**config.mk**
```make
export PLATFORM = sky130hd
export DESIGN_NAME = md_issue
export DESIGN_NICKNAME = d
export VERILOG_FILES = /design/src/rtl/md_issue_pkg.sv /design/src/rtl/md_special.sv /design/src/rtl/md_issue.sv
export SDC_FILE = /design/constraint.sdc
export NUM_CORES = 1
export LEC_CHECK = 0
export CAP_MARGIN = 10
export CORE_MARGIN = 2
export CORE_UTILIZATION = 47
export CTS_CLUSTER_DIAMETER = 100
export DETAILED_ROUTE_END_ITERATION = 16
export PLACE_DENSITY = 0.86
export SLEW_MARGIN = 25
export SYNTH_ARGS = -nofsm -noshare
export SYNTH_HDL_FRONTEND = slang
export SYNTH_SLANG_ARGS = --single-unit
```
**constraint.sdc**
```tcl
create_clock -name clk -period 7.3 [get_ports clk]
set_clock_uncertainty 0.2 [all_clocks]
set_input_delay 1.46 -clock clk [delete_from_list [all_inputs] [get_ports clk]]
set_output_delay 1.46 -clock clk [all_outputs]
set_load 0.01 [all_outputs]
```
**src/rtl/md_issue_pkg.sv**
```systemverilog
// Shared encodings for the M-extension issue controller: funct3 values,
// controller states and the default WAIT timeout.
package md_issue_pkg;

  typedef enum logic [2:0] {
    ST_IDLE  = 3'd0,
    ST_ISSUE = 3'd1,
    ST_WAIT  = 3'd2,
    ST_DONE  = 3'd3,
    ST_DRAIN = 3'd4
  } state_e;

  localparam logic [2:0] F3_MUL    = 3'd0;
  localparam logic [2:0] F3_MULH   = 3'd1;
  localparam logic [2:0] F3_MULHSU = 3'd2;
  localparam logic [2:0] F3_MULHU  = 3'd3;
  localparam logic [2:0] F3_DIV    = 3'd4;
  localparam logic [2:0] F3_DIVU   = 3'd5;
  localparam logic [2:0] F3_REM    = 3'd6;
  localparam logic [2:0] F3_REMU   = 3'd7;

  localparam int TIMEOUT_DEFAULT = 48;

  localparam logic [31:0] WORD_INT_MIN  = 32'h8000_0000;
  localparam logic [31:0] WORD_ALL_ONES = 32'hFFFF_FFFF;

  // The divider handles every op with funct3[2] set; the multiplier the rest.
  function automatic logic is_div_family(input logic [2:0] f3);
    return f3[2];
  endfunction

endpackage

```
**src/rtl/md_special.sv**
```systemverilog
// Detects divide-by-zero and signed-overflow ops, which complete without the
// coprocessor, and supplies their architecturally defined result.
module md_special
  import md_issue_pkg::*;
(
  input  logic [2:0]  f3_i,
  input  logic [31:0] a_i,
  input  logic [31:0] b_i,
  output logic        hit_o,
  output logic [31:0] result_o
);

  logic b_zero_s;
  logic ovf_s;

  assign b_zero_s = (b_i == 32'd0);
  assign ovf_s    = (a_i == WORD_INT_MIN) && (b_i == WORD_ALL_ONES);

  // Bypass decision and result per funct3
  always_comb begin
    hit_o    = 1'b0;
    result_o = 32'd0;
    case (f3_i)
      F3_DIV: begin
        if (b_zero_s) begin
          hit_o    = 1'b1;
          result_o = WORD_ALL_ONES;
        end else if (ovf_s) begin
          hit_o    = 1'b1;
          result_o = WORD_INT_MIN;
        end else begin
          hit_o    = 1'b0;
        end
      end
      F3_DIVU: begin
        if (b_zero_s) begin
          hit_o    = 1'b1;
          result_o = WORD_ALL_ONES;
        end else begin
          hit_o    = 1'b0;
        end
      end
      F3_REM: begin
        if (b_zero_s) begin
          hit_o    = 1'b1;
          result_o = a_i;
        end else if (ovf_s) begin
          hit_o    = 1'b1;
          result_o = 32'd0;
        end else begin
          hit_o    = 1'b0;
        end
      end
      F3_REMU: begin
        if (b_zero_s) begin
          hit_o    = 1'b1;
          result_o = a_i;
        end else begin
          hit_o    = 1'b0;
        end
      end
      F3_MUL, F3_MULH, F3_MULHSU, F3_MULHU: begin
        hit_o = 1'b0;
      end
      default: begin
        hit_o = 1'b0;
      end
    endcase
  end

endmodule

```
**src/rtl/md_issue.sv**
```systemverilog
// Issue controller for M-extension ops: hands operands to the shared mul/div
// coprocessor, waits out divider stalls and produces a one-cycle writeback.
module md_issue
  import md_issue_pkg::*;
#(
  parameter int TIMEOUT = TIMEOUT_DEFAULT
) (
  input  logic        clk,
  input  logic        rst,
  input  logic        req_valid,
  input  logic [2:0]  req_f3,
  input  logic [4:0]  req_rd,
  input  logic [31:0] req_a,
  input  logic [31:0] req_b,
  output logic        req_ready,
  input  logic        flush,
  output logic [31:0] cop_a,
  output logic [31:0] cop_b,
  output logic [2:0]  cop_f3,
  output logic        cop_sel,
  input  logic [31:0] cop_ans,
  input  logic        cop_stall,
  input  logic        cop_ok,
  output logic        wb_valid,
  output logic [4:0]  wb_rd,
  output logic [31:0] wb_data,
  output logic        busy,
  output logic [4:0]  busy_rd,
  output logic        err
);

  localparam int CNT_W = $clog2(TIMEOUT + 1);

  state_e            state_q, state_d;
  logic [2:0]        f3_q, f3_d;
  logic [4:0]        rd_q, rd_d;
  logic [31:0]       a_q, a_d;
  logic [31:0]       b_q, b_d;
  logic [31:0]       res_q, res_d;
  logic [CNT_W-1:0]  cnt_q, cnt_d;
  logic              err_q, err_d;

  logic              accept_s;
  logic              spec_hit_s;
  logic [31:0]       spec_res_s;

  md_special u_special (
    .f3_i     (req_f3),
    .a_i      (req_a),
    .b_i      (req_b),
    .hit_o    (spec_hit_s),
    .result_o (spec_res_s)
  );

  // A flush in IDLE blocks acceptance for that cycle
  assign accept_s = req_valid && (state_q == ST_IDLE) && !flush;

  // Next-state, operand capture and WAIT timeout
  always_comb begin
    state_d = state_q;
    f3_d    = f3_q;
    rd_d    = rd_q;
    a_d     = a_q;
    b_d     = b_q;
    res_d   = res_q;
    cnt_d   = cnt_q;
    err_d   = 1'b0;
    case (state_q)
      ST_IDLE: begin
        if (accept_s) begin
          f3_d = req_f3;
          rd_d = req_rd;
          a_d  = req_a;
          b_d  = req_b;
          if (spec_hit_s) begin
            res_d   = spec_res_s;
            state_d = ST_DONE;
          end else begin
            state_d = ST_ISSUE;
          end
        end else begin
          state_d = ST_IDLE;
        end
      end
      ST_ISSUE: begin
        if (flush) begin
          state_d = ST_IDLE;
        end else if (!is_div_family(f3_q)) begin
          res_d   = cop_ans;
          state_d = ST_DONE;
        end else begin
          cnt_d   = {CNT_W{1'b0}};
          state_d = ST_WAIT;
        end
      end
      ST_WAIT: begin
        // flush beats a same-cycle result; a result beats the timeout
        if (flush) begin
          state_d = ST_DRAIN;
        end else if (!cop_stall) begin
          res_d   = cop_ans;
          state_d = ST_DONE;
        end else if (cnt_q == CNT_W'(TIMEOUT - 1)) begin
          err_d   = 1'b1;
          state_d = ST_DRAIN;
        end else begin
          cnt_d   = cnt_q + CNT_W'(1);
        end
      end
      ST_DONE: begin
        state_d = ST_IDLE;
      end
      ST_DRAIN: begin
        if (cop_ok) begin
          state_d = ST_IDLE;
        end else begin
          state_d = ST_DRAIN;
        end
      end
      default: begin
        state_d = ST_IDLE;
      end
    endcase
  end

  // State and datapath registers
  always_ff @(posedge clk) begin
    if (rst) begin
      state_q <= ST_IDLE;
      f3_q    <= 3'd0;
      rd_q    <= 5'd0;
      a_q     <= 32'd0;
      b_q     <= 32'd0;
      res_q   <= 32'd0;
      cnt_q   <= {CNT_W{1'b0}};
      err_q   <= 1'b0;
    end else begin
      state_q <= state_d;
      f3_q    <= f3_d;
      rd_q    <= rd_d;
      a_q     <= a_d;
      b_q     <= b_d;
      res_q   <= res_d;
      cnt_q   <= cnt_d;
      err_q   <= err_d;
    end
  end

  assign req_ready = (state_q == ST_IDLE);
  assign cop_sel   = (state_q == ST_ISSUE) || (state_q == ST_WAIT);
  assign cop_a     = a_q;
  assign cop_b     = b_q;
  assign cop_f3    = f3_q;
  assign wb_valid  = (state_q == ST_DONE) && (rd_q != 5'd0) && !flush;
  assign wb_rd     = rd_q;
  assign wb_data   = res_q;
  assign busy      = (state_q != ST_IDLE);
  assign busy_rd   = busy ? rd_q : 5'd0;
  assign err       = err_q;

endmodule

```
==> results of run 1 <==
## layout make-up
class / count / area share
clock inverter: 13 / 0.0137
sequential: 114 / 0.272
clock buffer: 18 / 0.0523
inverter: 38 / 0.0171
tap: 147 / 0.0219
multi-input combinational: 480 / 0.348
timing repair buffer: 234 / 0.276
## layer usage
layer,global-route usage,share of wire,up-vias
met2,0.432,0.47,284
met4,0.145,0.035,0
li1,-,-,2855
met1,0.393,0.42,2741
met5,0,0,-
met3,0.0733,0.079,53
## worst max-delay path by stage
stage / start / endpoint / slack [ns] / cells after the start
4_1_cts: flush / wb_valid / 2.50 / 5
5_1_grt: flush / wb_valid / 2.41 / 5
2_1_floorplan: flush / wb_valid / 3.56 / 3
3_3_place_gp: req_b[30] / wb_data[31] / 2.41 / 7
3_5_place_dp: req_b[30] / wb_data[31] / 2.36 / 7
6_report: flush / wb_valid / 2.51 / 5
## cells in the final DEF (no fill, tap or decap), drive strengths merged, types with 5 or more instances in the layout
master / instances
a21oi: 110
clkinv: 6
nor3: 5
buf: 12
nand3: 5
a22oi: 32
nor4: 15
nand2b: 33
a211oi: 34
nand2: 149
inv: 37
nor2: 9
clkbuf: 18
nand4: 10
clkdlybuf4s50: 222
o311ai: 33
and2: 6
dfxtp: 114
clkinvlp: 7
## power groups by stage
stage               Clock [mW]  Combinational [mW]  Sequential, mW
CTS                      0.782               0.272           0.666
global placement             0               0.267           0.678
detailed placement           0               0.269           0.679
floorplan                    0               0.107           0.689
finish                   0.776               0.273           0.666
global route             0.815               0.294           0.669
## sequential cells by signal (all words and copies together), names as in the netlist
| register | flops |
|---|---|
| state_q | 3 |
| wb_data | 32 |
| cop_b | 32 |
| wb_rd | 5 |
| err | 1 |
| cop_a | 32 |
| cnt_q | 6 |
| cop_f3 | 3 |
## worst min-delay path, stage by stage, from the launching register on
cell	delay [ns]
dfxtp_1	0.30
nand2_1	0.05
a21oi_1	0.05
## kinds of logic (layout without fill, tap and decap cells)
logic type / count (synthesis) / count (layout) / share of synthesized area
compound gates: 215 / 215 / 0.273
simple gates: 256 / 256 / 0.227
buf+inv: 98 / 303 / 0.0809
mux: 3 / 3 / 0.00532
xor+xnor: 5 / 5 / 0.00776
fa+ha+maj: 1 / 1 / 0.00222
flops: 114 / 114 / 0.404
## stage by stage
step	area [um2]	util
finish	8400	0.708
global route	8400	0.708
CTS	8390	0.707
detailed placement	7840	0.661
global placement	7840	0.661
floorplan	5650	-
==> summary.md, run 1 <==
| Metric | Value |
|---|---|
| Outcome | finished, final reports clean |
| Die Y | 114 um |
| Diodes inserted | 0 |
| Maximum vdd drop | 0.000194 V |
| Switching power | 0.452 mW |
| Cells after DPL | 1,012 |
| DP Worst Slack | 2.36 ns |
| CP max-delay cell | clkdlybuf4s50_1 |
| Detailed placer's ending HPWL | 12,900 um |
| Vias | 5,933 |
| Buf+Inv Stages, Crit Path | 3 |
| Avg Inst Size Synth | 8.16 um2 |
| Footprint of the multi-input gates | 2920 um2 |
| Hold Fails Final Rpt | 0 |
| Static Leakage | 2.73 nW |
| Setup Fix Bufs, Post-CTS | 0 |
| Die X | 114 um |
| Part of the cycle the worst path needs | 0.656 |
| Initial antenna violation count | 0 |
| Setup crit end kind | primary output |
| Via count of the first global-routing pass | 5,545 |
| EDFF count, synth | 0 |
| Top cell by count, worst path | clkdlybuf4s50_1 |
| Flop2flop setup slack | 3.98 ns |
| Crit path largest cell delay | 0.57 ns |
| Slew Limit Fails | 0 |
| H-Tree Depth | 4 |
| Worst-path clk slew | 0.06 ns |
| R2r endpoint | wb_data[31] |
| FP Rows | 40 |
| Max Cap Viol | 0 |
| Vias/cell | 5.68 |
| DIE AREA | 12,900 um2 |
| Worst Min Path Start | cop_a[19] |
| Grt total ovfl | 0 |
| CTS hold repair buffers | 0 |
| Starting Density | 0.476 |
| Area of the core | 11,900 um2 |
| Clock power share | 0.453 |
| Register share of total power | 0.388 |
| Clock Sink Count | 114 |
| Most frequent cells after synthesis | nand2_1, dfxtp_1, a21oi_1 |
| Initial DRT Pass Iterations | 5 |
| Root Driver | clkbuf_16 |
| Final nets | 996 |
| Crit path launch type | primary input |
| Post-Syn Nets | 803 |
| Num CTS Buffers | 17 |
| FF-to-FF Start | state_q[0] |
| Internal | 1.26 mW |
| Synth Instances | 692 |
| Setup violators final | 0 |
| Hold path cells | 2 |
| Hold EP | cop_a[19] |
| Share of layout cells above drive strength 1 | 0.0936 |
| DRC errors left | 0 |
| Worst skew pair latency | 0.42 ns |
| Critical Path RT | 5.64 ns |
| Top post-synthesis cells by area | dfxtp_1, nand2_1, a21oi_1 |
| RSZ-0062 raised after global routing | false |
| Maximum clock insertion buffer count | 2 |
| Ys Warns | 0 |
| Gate power share | 0.159 |
| Worst setup path category | primary input to primary output |
| Cell accounting for the most synthesized area | dfxtp_1 |
| FF-to-FF path depth | 7 |
| WHS | 0.251 ns |
| Worst-path fanout max | 9 |
| Worst-Margin Slew | 0.887 ns |
| Number of synthesized register bits | 114 |
| Power density over the cells | 204 nW/um2 |
| ANT nets after route | 0 |
| Avg WL per Cell | 17.9 um |
| CTS tree | done |
| Total Wirelength | 18,600 um |
| Pwr Total | 1.71 mW |
| Hold Crit Class | flip-flop to flip-flop |
| Rel. slew slack | 0.408 |
| Reg area | 2280 um2 |
| Area delta synth->final | 48.8% |
| Post-synthesis sequential area ratio | 0.404 |
| Cell family with most CP delay | buffers and inverters |
| Synth Flop Type | dfxtp_1 |
| Asr flop ratio synth | 0 |
| Sw frac | 0.264 |
| Most frequent cell after synthesis | nand2_1 |
| CP arrival | 3.13 ns |
| Post-synth top area share | 0.404 |
| Ports | 224 |
| Crit path cell chain | clkdlybuf4s50_1 -> inv_1 -> nand2_1 -> nor3_1 -> clkdlybuf4s50_1 |
| Largest net degree at the start of global routing | 73 |
| Setup TNS | 0 ns |
| GPL Wtd Cong | 0.872 |
| Fin crit period | 4.79 ns |
| Mapped Area | 5650 um2 |
| Yosys cell types | 47 |
| Setup ws final | 2.51 ns |
| Initial DRC Count | 536 |
| Tot GR Track Use | 0.290 |
| First-pass GRT wire length | 29,200 um |
| Fmax | 0.209 GHz |
| Fill count | 910 |
| Layout Cells excl Fill | 1,044 |
| Buffers on Ports | 223 |
| Resized Gates After CTS | 0 |
(Power assumes the default switching activity.)
==> inputs of run 2 (changes only) <==
--- a/config.mk
+++ b/config.mk
@@ -7,10 +7,10 @@
 export LEC_CHECK = 0
 export CAP_MARGIN = 10
 export CORE_MARGIN = 2
-export CORE_UTILIZATION = 47
+export CORE_UTILIZATION = 44
 export CTS_CLUSTER_DIAMETER = 100
 export DETAILED_ROUTE_END_ITERATION = 16
-export PLACE_DENSITY = 0.86
+export PLACE_DENSITY = 0.81
 export SLEW_MARGIN = 25
 export SYNTH_ARGS = -nofsm -noshare
 export SYNTH_HDL_FRONTEND = slang
==> constraint.sdc (replaced) <==
create_clock -name clk -period 5 [get_ports clk]
set_clock_uncertainty 0.2 [all_clocks]
set_input_delay 1 -clock clk [delete_from_list [all_inputs] [get_ports clk]]
set_output_delay 1 -clock clk [all_outputs]
set_load 0.01 [all_outputs]
==> summary.md, run 2 (synthesis results as in run 1) <==
| Metric | Value |
|---|---|
| ANT nets after route | 0 (unchanged) |
| DRC errors left | 0 (unchanged) |
| Layout Cells excl Fill | 1,071 (was 1,044) |
| Resized Gates After CTS | 0 (unchanged) |
| Via count of the first global-routing pass | 5,481 (was 5,545) |
| CP arrival | 2.75 ns (was 3.13 ns) |
| Most frequent cells in the layout | clkdlybuf4s50_1, nand2_1, dfxtp_1 (unchanged) |
| Commonest non-fill, non-tap cell in the layout | clkdlybuf4s50_1 (unchanged) |
| Pwr Total | 2.79 mW (was 1.71 mW) |
| Power density over the cells | 325 nW/um2 (was 204 nW/um2) |
| Hold path cells | 2 (unchanged) |
| Initial antenna violation count | 0 (unchanged) |
| Setup violators final | 0 (unchanged) |
| Maximum clock insertion buffer count | 2 (unchanged) |
| Worst Min Path Start | cop_b[1] (was cop_a[19]) |
| Slew Limit Fails | 0 (unchanged) |
| GPL Wtd Cong | 0.838 (was 0.872) |
| Worst-Margin Slew | 0.903 ns (was 0.887 ns) |
| WHS | 0.251 ns (about the same) |
| Die Y | 117 um (was 114 um) |
| Global route hottest layer | met2 (unchanged) |
| Share of layout cells above drive strength 1 | 0.0934 (was 0.0936) |
| Top cell by count, worst path | clkdlybuf4s50_1 (unchanged) |
| CTS tree | done (unchanged) |
| Buffers on Ports | 223 (unchanged) |
| Area delta synth->final | 52.1% (was 48.8%) |
| Cells after DPL | 1,039 (was 1,012) |
| Starting Density | 0.449 (was 0.476) |
| Setup crit end kind | primary output (unchanged) |
| Footprint of the multi-input gates | 2920 um2 (unchanged) |
| Crit path largest cell delay | 0.57 ns (about the same) |
| Worst setup path category | primary input to primary output (unchanged) |
| Die X | 117 um (was 114 um) |
| Crit path cell chain | clkdlybuf4s50_1 -> inv_1 -> nand2_1 -> nor3_1 -> clkdlybuf4s50_1 (unchanged) |
| Static Leakage | 2.82 nW (was 2.73 nW) |
| Num CTS Buffers | 17 (unchanged) |
| H-Tree Depth | 4 (unchanged) |
| CP Launch Point | flush (unchanged) |
| Detailed placer's ending HPWL | 13,600 um (was 12,900 um) |
| Outcome | finished, final reports clean (unchanged) |
| Diodes inserted | 0 (unchanged) |
| M3 GR Usage | 0.0669 (was 0.0733) |
| Worst skew pair latency | 0.42 ns (about the same) |
| Cell family with most CP delay | buffers and inverters (unchanged) |
| Rel. slew slack | 0.390 (was 0.408) |
| FP Rows | 41 (was 40) |
| Worst-path clk slew | 0.05 ns (was 0.06 ns) |
| Avg WL per Cell | 18.3 um (was 17.9 um) |
| Root Driver | clkbuf_16 (unchanged) |
| Crit path launch type | primary input (unchanged) |
| Vias/cell | 5.58 (was 5.68) |
| FF-to-FF path depth | 7 (unchanged) |
| FF-to-FF Start | state_q[0] (unchanged) |
| Fmax | 0.253 GHz |
| Critical Path RT | 3.80 ns (was 5.64 ns) |
| M2 GR Usage | 0.444 (was 0.432) |
| Grt total ovfl | 0 (unchanged) |
| Area of the core | 12,600 um2 (was 11,900 um2) |
| Flop2flop setup slack | 1.92 ns (was 3.98 ns) |
| First-pass GRT wire length | 29,300 um (was 29,200 um) |
| Fin crit period | 3.95 ns |
| Initial DRT Pass Iterations | 5 (unchanged) |
| Largest net degree at the start of global routing | 82 (was 73) |
| Setup TNS | 0 ns (unchanged) |
| Worst-path fanout max | 9 (unchanged) |
| Buf+Inv Stages, Crit Path | 3 (unchanged) |
| Hold Crit Class | flip-flop to flip-flop (unchanged) |
| CTS hold repair buffers | 0 (unchanged) |
| R2r endpoint | wb_data[31] (unchanged) |
| Fill count | 1,000 (was 910) |
| RSZ-0062 raised after global routing | false (unchanged) |
| Max Cap Viol | 0 (unchanged) |
| Hold EP | cop_b[1] (was cop_a[19]) |
| Clock Sink Count | 114 (unchanged) |
| Initial DRC Count | 553 (was 536) |
| Reg area | 2280 um2 (unchanged) |
| DIE AREA | 13,800 um2 (was 12,900 um2) |
| Setup Fix Bufs, Post-CTS | 0 (unchanged) |
| Hold Fails Final Rpt | 0 (unchanged) |
| Final nets | 998 (was 996) |
| Final Util | 0.684 (was 0.708) |
| Ports | 224 (unchanged) |
| Met1 usage | 0.370 (was 0.393) |
| Part of the cycle the worst path needs | 0.791 |
| CP max-delay cell | clkdlybuf4s50_1 (unchanged) |
| Maximum vdd drop | 0.000222 V (was 0.000194 V) |
| Tot GR Track Use | 0.281 (was 0.290) |
| Total Wirelength | 19,600 um (was 18,600 um) |
| Vias | 5,973 (was 5,933) |
==> run 2: area by class of cell <==
type | count | area share
inverter | 38 | 0.0167
clock buffer | 20 | 0.0520
sequential | 114 | 0.266
clock inverter | 11 | 0.0271
tap | 172 | 0.0251
multi-input combinational | 480 | 0.340
timing repair buffer | 236 | 0.273
==> run 2: through the flow <==
stage | instance area, um2 | setup WS (ns)
floorplan | 5650 | 1.89
global route | 8590 | 0.980
global placement | 7880 | 0.932
CTS | 8560 | 1.07
finish | 8590 | 1.05
detailed placement | 7880 | 0.854
==> run 2: power by group <==
group | total (mW) | internal [mW] | switching, mW | leakage (nW)
clock | 1.41 | 0.991 | 0.421 | 0.330
combinational | 0.404 | 0.208 | 0.197 | 1.57
sequential | 0.973 | 0.949 | 0.0233 | 0.928
total | 2.79 | 2.15 | 0.641 | 2.82
==> run 2: worst min-delay path, stage by stage (launching register included) <==
cell     delay (ns)
dfxtp_1        0.30
nand2_1        0.05
a21oi_1        0.05
==> run 2: routing by layer <==
layer	vias up	part of all wire
met1	2787	0.42
li1	2862	-
met4	0	0.027
met2	284	0.48
met3	40	0.070
met5	-	0
==> run 2: worst max-delay path by stage <==
stage / endpoint / cells after the start
global placement: wb_data[31] / 6
global route: wb_valid / 5
detailed placement: wb_data[31] / 6
CTS: wb_valid / 5
finish: wb_valid / 5
floorplan: wb_data[17] / 6
==> inputs of run 3 (changes only) <==
==> constraint.sdc (replaced) <==
create_clock -name clk -period 3.75 [get_ports clk]
set_clock_uncertainty 0.2 [all_clocks]
set_input_delay 0.75 -clock clk [delete_from_list [all_inputs] [get_ports clk]]
set_output_delay 0.75 -clock clk [all_outputs]
set_load 0.01 [all_outputs]
==> summary.md, run 3 (synthesis results as in run 1) <==
| Metric | Value |
|---|---|
| Outcome | finished, final reports clean (unchanged) |
| Slew Limit Fails | 0 (unchanged) |
| Setup Fix Bufs, Post-CTS | 0 (unchanged) |
| Most frequent cells in the layout | clkdlybuf4s50_1, nand2_1, dfxtp_1 (unchanged) |
| Static Leakage | 2.87 nW (was 2.82 nW) |
| Detailed placer's ending HPWL | 13,500 um (was 13,600 um) |
| Initial antenna violation count | 0 (unchanged) |
| Share of layout cells above drive strength 1 | 0.100 (was 0.0934) |
| Maximum clock insertion buffer count | 2 (unchanged) |
| Initial DRC Count | 609 (was 553) |
| Vias/cell | 5.52 (was 5.58) |
| Via count of the first global-routing pass | 5,626 (was 5,481) |
| FF-to-FF Start | state_q[0] (unchanged) |
| Worst skew pair latency | 0.41 ns (was 0.42 ns) |
| WHS | 0.250 ns (was 0.251 ns) |
| Cells after DPL | 1,048 (was 1,039) |
| Final Util | 0.691 (was 0.684) |
| First-pass GRT wire length | 29,400 um (was 29,300 um) |
| Largest net degree at the start of global routing | 74 (was 82) |
| Setup TNS | 0 ns (unchanged) |
| Critical Path RT | 2.80 ns (was 3.80 ns) |
| Worst Min Path Start | cop_b[15] (was cop_b[1]) |
| Hold Crit Class | flip-flop to flip-flop (unchanged) |
| Die X | 117 um (unchanged) |
| Die Y | 117 um (unchanged) |
| Setup crit end kind | primary output (unchanged) |
| FP Rows | 41 (unchanged) |
| Fmax | 0.306 GHz |
| ANT nets after route | 0 (unchanged) |
| Worst setup path category | primary input to primary output (unchanged) |
| Pwr Total | 3.68 mW (was 2.79 mW) |
| CP arrival | 2.31 ns (was 2.75 ns) |
| Part of the cycle the worst path needs | 0.870 |
| DIE AREA | 13,800 um2 (unchanged) |
| Final nets | 1,006 (was 998) |
| Worst-path clk slew | 0.05 ns (about the same) |
| Placed Area | 8010 um2 (was 7880 um2) |
| Buffers on Ports | 223 (unchanged) |
| Setup ws final | 0.487 ns (was 1.05 ns) |
| Starting Density | 0.449 (unchanged) |
| Fin crit period | 3.26 ns |
| RSZ-0062 raised after global routing | false (unchanged) |
| Total Wirelength | 19,600 um (about the same) |
| Maximum vdd drop | 0.000422 V (was 0.000222 V) |
| Area of the core | 12,600 um2 (unchanged) |
| Power density over the cells | 424 nW/um2 (was 325 nW/um2) |
| FF-to-FF path depth | 7 (unchanged) |
| Setup violators final | 0 (unchanged) |
| Rel. slew slack | 0.474 (was 0.390) |
| Initial DRT Pass Iterations | 5 (unchanged) |
| Root Driver | clkbuf_16 (unchanged) |
| DRC errors left | 0 (unchanged) |
| Avg WL per Cell | 18.2 um (was 18.3 um) |
| R2r endpoint | wb_data[1] (was wb_data[31]) |
| Grt total ovfl | 0 (unchanged) |
| Fill count | 1,034 (was 1,000) |
| Worst-Margin Slew | 0.778 ns (was 0.903 ns) |
| Vias | 5,962 (was 5,973) |
| GPL Wtd Cong | 0.846 (was 0.838) |
| Max Cap Viol | 0 (unchanged) |
| DP Worst Slack | 0.266 ns (was 0.854 ns) |
| H-Tree Depth | 4 (unchanged) |
| Commonest non-fill, non-tap cell in the layout | clkdlybuf4s50_1 (unchanged) |
| Hold path cells | 2 (unchanged) |
| Flop2flop setup slack | 1.22 ns (was 1.92 ns) |
| Clock Sink Count | 114 (unchanged) |
| CTS hold repair buffers | 0 (unchanged) |
| Worst-path fanout max | 6 (was 9) |
| CTS tree | done (unchanged) |
| Num CTS Buffers | 17 (unchanged) |
| Resized Gates After CTS | 0 (unchanged) |
| Area delta synth->final | 53.8% (was 52.1%) |
| Hold Fails Final Rpt | 0 (unchanged) |
| Crit path launch type | primary input (unchanged) |
| Ports | 224 (unchanged) |
| Tot GR Track Use | 0.281 (about the same) |
| Hold EP | cop_b[15] (was cop_b[1]) |
| Layout Cells excl Fill | 1,080 (was 1,071) |
| Diodes inserted | 0 (unchanged) |
| Fin area | 8680 um2 (was 8590 um2) |
## run 3: worst max path at each step
| stage | from | end | cells past startpoint |
|---|---|---|---|
| 2_1_floorplan | req_a[0] | wb_data[17] | 6 |
| 3_3_place_gp | req_a[0] | wb_data[1] | 7 |
| 3_5_place_dp | req_a[0] | wb_data[21] | 7 |
| 4_1_cts | flush | wb_valid | 5 |
| 5_1_grt | flush | wb_valid | 5 |
| 6_report | flush | wb_valid | 5 |
## run 3: report_power, final
group / leakage, nW / internal [mW] / switching (mW)
sequential: 0.928 / 1.27 / 0.0306
combinational: 1.62 / 0.283 / 0.263
clock: 0.322 / 1.28 / 0.559
total: 2.87 / 2.83 / 0.853
## run 3: cell type report
cell class,instances,area (um2),area share
clock buffer,23,468,0.0539
clock inverter,9,201,0.0232
inverter,38,144,0.0166
multi-input combinational,480,2920,0.337
sequential,114,2280,0.263
tap,172,215,0.0248
timing repair buffer,244,2450,0.282
## run 3: critical path, cell delays in order
cell             delay (ns)
clkdlybuf4s50_1        0.46
inv_1                  0.23
nand2_1                0.11
nor3_1                 0.18
clkdlybuf4s50_1        0.57
## run 3: layer usage
metal | vias to the layer above | part of all wire | track usage
li1 | 2870 | - | -
met1 | 2780 | 0.42 | 0.360
met2 | 271 | 0.48 | 0.444
met3 | 41 | 0.076 | 0.0747
met4 | 0 | 0.030 | 0.123
met5 | - | 0 | 0
